--- config.mk ---
export PLATFORM = sky130hd
export DESIGN_NAME = mem_access_sequencer
export DESIGN_NICKNAME = d
export VERILOG_FILES = /design/src/rtl/mem_access_sequencer.sv
export SDC_FILE = /design/constraint.sdc
export NUM_CORES = 1
export LEC_CHECK = 0
export CAP_MARGIN = 10
export CORE_MARGIN = 5
export CORE_UTILIZATION = 56
export DETAILED_ROUTE_END_ITERATION = 7
export PLACE_DENSITY = 0.92
export SETUP_SLACK_MARGIN = 0.2
export SLEW_MARGIN = 10
export SYNTH_ARGS = -nofsm -noshare
export SYNTH_HDL_FRONTEND = slang
export SYNTH_SLANG_ARGS = --single-unit
--- constraint.sdc ---
create_clock -name clk -period 5 [get_ports clk]
set_input_delay 1 -clock clk [delete_from_list [all_inputs] [get_ports clk]]
set_output_delay 1 -clock clk [all_outputs]
set_load 0.03 [all_outputs]
--- src/rtl/mem_access_sequencer.sv ---
// Load/store sequencer in front of datamemory.
// Splits misaligned accesses and extends load results.
module mem_access_sequencer #(
    parameter int DM_ADDRESS = 9,
    parameter int DATA_W     = 32
) (
    input  logic                  clk,
    input  logic                  reset,
    input  logic                  req_valid,
    output logic                  req_ready,
    input  logic                  req_write,
    input  logic [2:0]            req_funct3,
    input  logic [DM_ADDRESS-1:0] req_addr,
    input  logic [DATA_W-1:0]     req_wdata,
    output logic                  rsp_valid,
    output logic [DATA_W-1:0]     rsp_rdata,
    output logic                  rsp_err,
    output logic                  dm_MemRead,
    output logic                  dm_MemWrite,
    output logic [DM_ADDRESS-1:0] dm_a,
    output logic [DATA_W-1:0]     dm_wd,
    output logic [2:0]            dm_Funct3,
    input  logic [DATA_W-1:0]     dm_rd
);

    typedef enum logic [2:0] {
        S_IDLE,
        S_LD_LO,
        S_LD_HI,
        S_ST_ALN,
        S_ST_BYTE
    } state_t;

    localparam logic [2:0] F3_B = 3'b000;
    localparam logic [2:0] F3_W = 3'b010;

    state_t                  r_state;
    logic [2:0]              r_funct3;
    logic [DM_ADDRESS-1:0]   r_addr;
    logic [DATA_W-1:0]       r_wdata;
    logic                    r_mis;
    logic [1:0]              r_k;
    logic [DATA_W-1:0]       r_lo;
    logic [DATA_W-1:0]       r_hi;
    logic                    r_rsp_valid;
    logic [DATA_W-1:0]       r_rsp_rdata;
    logic                    r_rsp_err;
    logic                    r_rd;
    logic                    r_wr;
    logic [DM_ADDRESS-1:0]   r_dm_a;
    logic [DATA_W-1:0]       r_dm_wd;
    logic [2:0]              r_dm_f3;

    logic                    w_bad;
    logic                    w_mis;
    logic [DM_ADDRESS-1:0]   w_req_w0;
    logic [DM_ADDRESS-1:0]   w_cw0;
    logic [DM_ADDRESS-1:0]   w_cw1;
    logic [1:0]              w_k_next;
    logic [1:0]              w_k_last;
    logic [DM_ADDRESS-1:0]   w_byte_addr;
    logic [7:0]              w_byte;
    logic [DATA_W-1:0]       w_lo;
    logic [DATA_W-1:0]       w_hi;
    logic [2*DATA_W-1:0]     w_pair;
    logic [DATA_W-1:0]       w_sh;
    logic [DATA_W-1:0]       w_ld_res;

    assign req_ready   = (r_state == S_IDLE);
    assign rsp_valid   = r_rsp_valid;
    assign rsp_rdata   = r_rsp_rdata;
    assign rsp_err     = r_rsp_err;
    assign dm_MemRead  = r_rd;
    assign dm_MemWrite = r_wr;
    assign dm_a        = r_dm_a;
    assign dm_wd       = r_dm_wd;
    assign dm_Funct3   = r_dm_f3;

    assign w_bad = (req_funct3 == 3'b011) || (req_funct3[2:1] == 2'b11)
                || (req_write && req_funct3[2]);
    assign w_mis = ((req_funct3[1:0] == 2'b01) && req_addr[0])
                || ((req_funct3[1:0] == 2'b10) && (req_addr[1:0] != 2'b00));

    assign w_req_w0 = {req_addr[DM_ADDRESS-1:2], 2'b00};
    assign w_cw0    = {r_addr[DM_ADDRESS-1:2], 2'b00};
    assign w_cw1    = w_cw0 + DM_ADDRESS'(4);

    // Byte-split stores walk k upward; addresses wrap at the top of memory.
    assign w_k_next    = r_k + 2'd1;
    assign w_k_last    = (r_funct3[1:0] == 2'b01) ? 2'd1 : 2'd3;
    assign w_byte_addr = r_addr + DM_ADDRESS'(w_k_next);
    assign w_byte      = r_wdata[{w_k_next, 3'b000} +: 8];

    assign w_lo   = (r_state == S_LD_LO) ? dm_rd : r_lo;
    assign w_hi   = (r_state == S_LD_HI) ? dm_rd : r_hi;
    assign w_pair = {w_hi, w_lo};
    assign w_sh   = DATA_W'(w_pair >> {r_addr[1:0], 3'b000});

    always_comb begin
        w_ld_res = w_sh;
        unique case (r_funct3)
            3'b000:  w_ld_res = {{24{w_sh[7]}}, w_sh[7:0]};
            3'b001:  w_ld_res = {{16{w_sh[15]}}, w_sh[15:0]};
            3'b100:  w_ld_res = {24'h0, w_sh[7:0]};
            3'b101:  w_ld_res = {16'h0, w_sh[15:0]};
            default: w_ld_res = w_sh;
        endcase
    end

    always_ff @(posedge clk) begin
        if (reset) begin
            r_state     <= S_IDLE;
            r_funct3    <= '0;
            r_addr      <= '0;
            r_wdata     <= '0;
            r_mis       <= 1'b0;
            r_k         <= '0;
            r_lo        <= '0;
            r_hi        <= '0;
            r_rsp_valid <= 1'b0;
            r_rsp_rdata <= '0;
            r_rsp_err   <= 1'b0;
            r_rd        <= 1'b0;
            r_wr        <= 1'b0;
            r_dm_a      <= '0;
            r_dm_wd     <= '0;
            r_dm_f3     <= '0;
        end else begin
            r_rsp_valid <= 1'b0;
            r_rsp_err   <= 1'b0;
            unique case (r_state)
                S_IDLE: begin
                    if (req_valid) begin
                        if (w_bad) begin
                            r_rsp_valid <= 1'b1;
                            r_rsp_err   <= 1'b1;
                            r_rsp_rdata <= '0;
                        end else begin
                            r_funct3 <= req_funct3;
                            r_addr   <= req_addr;
                            r_wdata  <= req_wdata;
                            r_mis    <= w_mis;
                            r_k      <= '0;
                            r_hi     <= '0;
                            if (!req_write) begin
                                r_state <= S_LD_LO;
                                r_rd    <= 1'b1;
                                r_dm_a  <= w_req_w0;
                                r_dm_f3 <= F3_W;
                            end else if (!w_mis) begin
                                r_state <= S_ST_ALN;
                                r_wr    <= 1'b1;
                                r_dm_a  <= req_addr;
                                r_dm_wd <= req_wdata;
                                r_dm_f3 <= req_funct3;
                            end else begin
                                r_state <= S_ST_BYTE;
                                r_wr    <= 1'b1;
                                r_dm_a  <= req_addr;
                                r_dm_wd <= {24'h0, req_wdata[7:0]};
                                r_dm_f3 <= F3_B;
                            end
                        end
                    end
                end
                S_LD_LO: begin
                    r_lo <= dm_rd;
                    if (r_mis) begin
                        r_state <= S_LD_HI;
                        r_dm_a  <= w_cw1;
                    end else begin
                        r_state     <= S_IDLE;
                        r_rd        <= 1'b0;
                        r_rsp_valid <= 1'b1;
                        r_rsp_rdata <= w_ld_res;
                    end
                end
                S_LD_HI: begin
                    r_hi        <= dm_rd;
                    r_state     <= S_IDLE;
                    r_rd        <= 1'b0;
                    r_rsp_valid <= 1'b1;
                    r_rsp_rdata <= w_ld_res;
                end
                S_ST_ALN: begin
                    r_state     <= S_IDLE;
                    r_wr        <= 1'b0;
                    r_rsp_valid <= 1'b1;
                    r_rsp_rdata <= '0;
                end
                S_ST_BYTE: begin
                    if (r_k == w_k_last) begin
                        r_state     <= S_IDLE;
                        r_wr        <= 1'b0;
                        r_rsp_valid <= 1'b1;
                        r_rsp_rdata <= '0;
                    end else begin
                        r_k     <= w_k_next;
                        r_dm_a  <= w_byte_addr;
                        r_dm_wd <= {24'h0, w_byte};
                    end
                end
                default: begin
                    r_state <= S_IDLE;
                    r_rd    <= 1'b0;
                    r_wr    <= 1'b0;
                end
            endcase
        end
    end

endmodule

==> results.md <==
- The critical path's slowest cell is a2111oi_1.
- The routed design has ~24,000 um of wire.
- approximately 160 I/O pins were placed.
- After layout, the worst path uses between 60% and 70% of the clock period.
- The largest net degree at the start of global routing is ~110.
- The clock transition at the registers of the reported paths is approximately 0.07 ns.
- The last weighted congestion value of the routability-driven placer is approximately 0.90.
- The detailed router placed about 7.6k vias in this run.
- In the final layout, the multi-input gates occupy roughly 4300 um2.
- The max-slew violation count is 0.
- The number of antenna repair diodes is 0.
- The die boundary height is ~130 um.
- For this run, design rule violations remaining after detail routing come to 0.
- The share of the Yosys chip area taken by registers is ~45%.
- Measured against its own limit, the worst slew margin works out to between 20% and 30%.
- The number of setup buffers added after CTS is 0.
- Of the cells placed in the final design, the portion with a size suffix greater than 1 is about 7.5%.
- The flow ran to the end, and the final reports show no timing, DRC or antenna violations.
- STA puts the critical path data required time at about 5.3 ns.
- The count of input and output buffers is between 150 and 200.
- The combined area of all synthesized cells is between 8000 and 9000 um2.
- The max-cap violation count is 0.
- The total clock buffers created by CTS is 17.
- The total number of H-tree levels is 4.
- The overall overflow remaining after global route is 0.
- Setup total negative slack on the finished layout was measured at 0 ns.
- Setup repair after global routing left no endpoint under its margin.
- Summed over all cells, the static leakage comes to around 0.0039 uW.
- STA classifies the critical path startpoint as a primary input.
- The placed instance area is 9920 um2.
- The clock root buffer is clkbuf_16.
- The tree built by TritonCTS fans out to roughly 190 sinks.
- The quantity of hold-fixing buffers added after cts is 0.
- The fmax is between 300 and 400 MHz.
- The number of global-route vias before repair is between 7k and 8k.
- The sum of net half-perimeters after detailed placement is 15,800 um.
- The initial core utilization is about 57%.
- The peak fanout along the critical path is 31.
- Power spread over the standard cell area amounts to between 300 and 400 nW/um2.
- From left edge to right edge, the die measures 132 um.
- The all-layer global routing usage is between 20% and 30%.
- TritonCTS built the clock tree.
- The row count is 44.
- The number of distinct standard cells referenced by the synthesized netlist is 60.
- STA classifies the critical path endpoint as a register.
- The first routing iteration left about 680 violations.
- The category of cells accounting for the largest share of critical-path delay is compound AO/OA/AOI/OAI gates.
- In the final routed layout, each cell accounts on average for around 19 um.
- The register area is ~3700 um2.
- The number of nets in the synthesized netlist is slightly above 1k.
- During synthesis, Yosys emitted a total of 0 warnings.
- The number of gates given a new drive strength after cts is 0.
- In the routed layout, each cell is associated on average with a via count of 6.05.
- The core region is between 10,000 and 15,000 um2.
- The largest single stage delay on the critical path is slightly above 0.8 ns.
- Across the VDD grid, the largest voltage drop is roughly 290 uV.
- After filler insertion, the fill cell instance count of the layout stands at approximately 1k.
- The number of antenna violations at the first check in global routing came to 0.
- Setup violations remaining at the end of the flow were counted as 0.
- The post-layout minimum cycle time is 3.33 ns.
- The arrival time at the worst endpoint is 3.62 ns.
- The antenna violation net count after detailed routing is 0.
- The worst setup path is of the in2reg kind.
- The number of synthesized register bits is 186.
- The final clock skew is between 0.008 and 0.009 ns.
- The instance count of the mapped netlist is about 950.
- The clock insertion delay at the later pin of the skew report is 0.43 ns.
- Counting flops with a built-in enable in the synthesized netlist gives 0.
- The synthesized area per cell is between 8 and 9 um2.
- The number of detailed-routing iterations run before antenna repair is 5.
- The most used flip-flop cell after synthesis is dfxtp_1.
- The final net count is 1,150.
- The combined buffer and inverter count along the critical path is 2.
- The overall die area is approximately 17,000 um2.
- The worst hold path belongs to the class reg2reg.
- After synthesis, the share of flip-flops with an asynchronous set or reset is 0%.
- The final design area excluding fillers is ~11,000 um2.
- The first global-routing pass estimated ~38,000 um of wire.
- The number of buffers between clock root and the deepest sink is 2.
- The area added between synthesis and finish is 26.8%.
- The number of hold violations in the final report is 0.
- Traced cell by cell, the critical path runs through clkdlybuf4s50_1, o21ai_1, a2111oi_1, a2111oi_4, buf_4, a222oi_1, nand2_1.
- At the end of the flow the core is filled with cells to 72.7%.
- For the pin with the worst max-slew slack, the measured transition is 1.12 ns.
[worst min-delay path, cell delays in order (launching register included)]
cell and delay, ns:
dfxtp_1 0.31, nand2_1 0.05, a21oi_1 0.05
[metal layers]
metal	global-route usage [%]	up-vias	part of all wire, %
met5	0	-	0
met4	12.1	0	3.3
met3	7.40	65	8.5
met2	45.2	389	49
met1	31.1	3605	39
li1	-	3580	-
[logic make-up after synthesis]
| kind of cell | Yosys count | share of synthesized area [%] |
|---|---|---|
| AO/OA/AOI/OAI | 189 | 14.9 |
| buffers and inverters | 83 | 4.51 |
| flip-flops | 186 | 44.7 |
| adder cells (fa/ha/maj) | 4 | 0.691 |
| multiplexers | 99 | 14.0 |
| AND/OR/NAND/NOR | 387 | 20.7 |
| XOR/XNOR | 5 | 0.526 |
[path summary, 6_finish.rpt]
kind | startpoint | to | slack, ns | cells past startpoint
setup / recovery | req_write | rsp_rdata[23] | 1.67 | 7
hold / removal | dm_wd[27] | dm_wd[27] | 0.45 | 2
setup reg to reg | r_state[0] | rsp_rdata[30] | 1.71 | 5
hold reg to reg | dm_wd[27] | dm_wd[27] | 0.45 | 2
[layout by cell type, fill, tap and decap left out, types with 3 or more instances in the layout]
cell | Yosys | final
xor2_1 | 3 | 3
nor3b_4 | 2 | 3
nor2_1 | 84 | 84
a22o_1 | 3 | 3
bufinv_16 | 0 | 4
mux2_4 | 4 | 4
ha_1 | 3 | 3
nor2b_1 | 4 | 4
a211oi_1 | 7 | 7
o21ai_0 | 12 | 12
a22oi_1 | 18 | 18
a221o_1 | 9 | 9
inv_1 | 4 | 4
nand2_1 | 197 | 197
and3_1 | 13 | 13
mux4_2 | 10 | 10
o21ai_1 | 4 | 3
and2_1 | 9 | 9
nand3_1 | 45 | 45
a211o_1 | 3 | 3
mux2i_2 | 7 | 7
a21oi_1 | 87 | 87
a31oi_1 | 3 | 3
clkdlybuf4s50_1 | 0 | 159
clkbuf_8 | 0 | 4
dfxtp_1 | 186 | 184
nand4_1 | 10 | 10
mux2_2 | 3 | 3
buf_4 | 3 | 12
nand2b_1 | 4 | 4
mux2i_1 | 75 | 75
o211ai_1 | 10 | 10
nor3_1 | 6 | 6
a311oi_1 | 14 | 14
a32oi_1 | 3 | 3
clkbuf_16 | 0 | 17
[synthesized netlist by cell type, drive strengths merged, types with 7 or more instances]
master    n  area [um2]
nand3    45         225
clkbuf   51         191
mux2      7        93.8
and2      9        56.3
o21ai    16        80.1
a221o     9        90.1
nor2     84         315
and3     13        81.3
nand4    10        62.6
a311oi   14         123
mux4     10         225
dfxtp   186        3720
mux2i    82         847
a21oi    87         435
a22oi    18         135
a211oi    7        52.6
buf      26         161
nor3      7        46.3
nand2   197         739
o211ai   10        75.1
[registers in the layout, summed over array words and instances (netlist names)]
register,flops
rsp_valid,1
rsp_err,1
r_mis,1
r_state,3
r_lo,32
dm_wd,32
r_addr,9
dm_MemRead,1
r_funct3,3
r_hi,24
dm_a,9
rsp_rdata,32
dm_Funct3,3
r_wdata,32
dm_MemWrite,1
r_k,2
[area by class of cell]
class	count	area share, %
Multi-Input combinational cell	684	40.3
Clock buffer	22	4.58
Inverter	6	0.213
Timing Repair Buffer	171	15.9
Sequential cell	186	35.3
Tap cell	184	2.18
Clock inverter	9	1.52
[report_power, final]
group          switching, uW  internal [uW]
clock network            571            892
registers               70.3           1570
logic                    408            282
total                   1050           2740
[through the flow]
stage	total power [uW]	setup WS (ns)	hold slack, ns	instances
6_report	3790	1.67	0.451	1262
5_1_grt	3920	1.52	0.473	1262
4_1_cts	3790	1.72	0.454	1262
3_5_place_dp	2340	1.27	0.445	1231
3_3_place_gp	2330	1.36	0.436	1231
2_1_floorplan	2100	2.40	0.433	953
(Power assumes the default switching activity.)
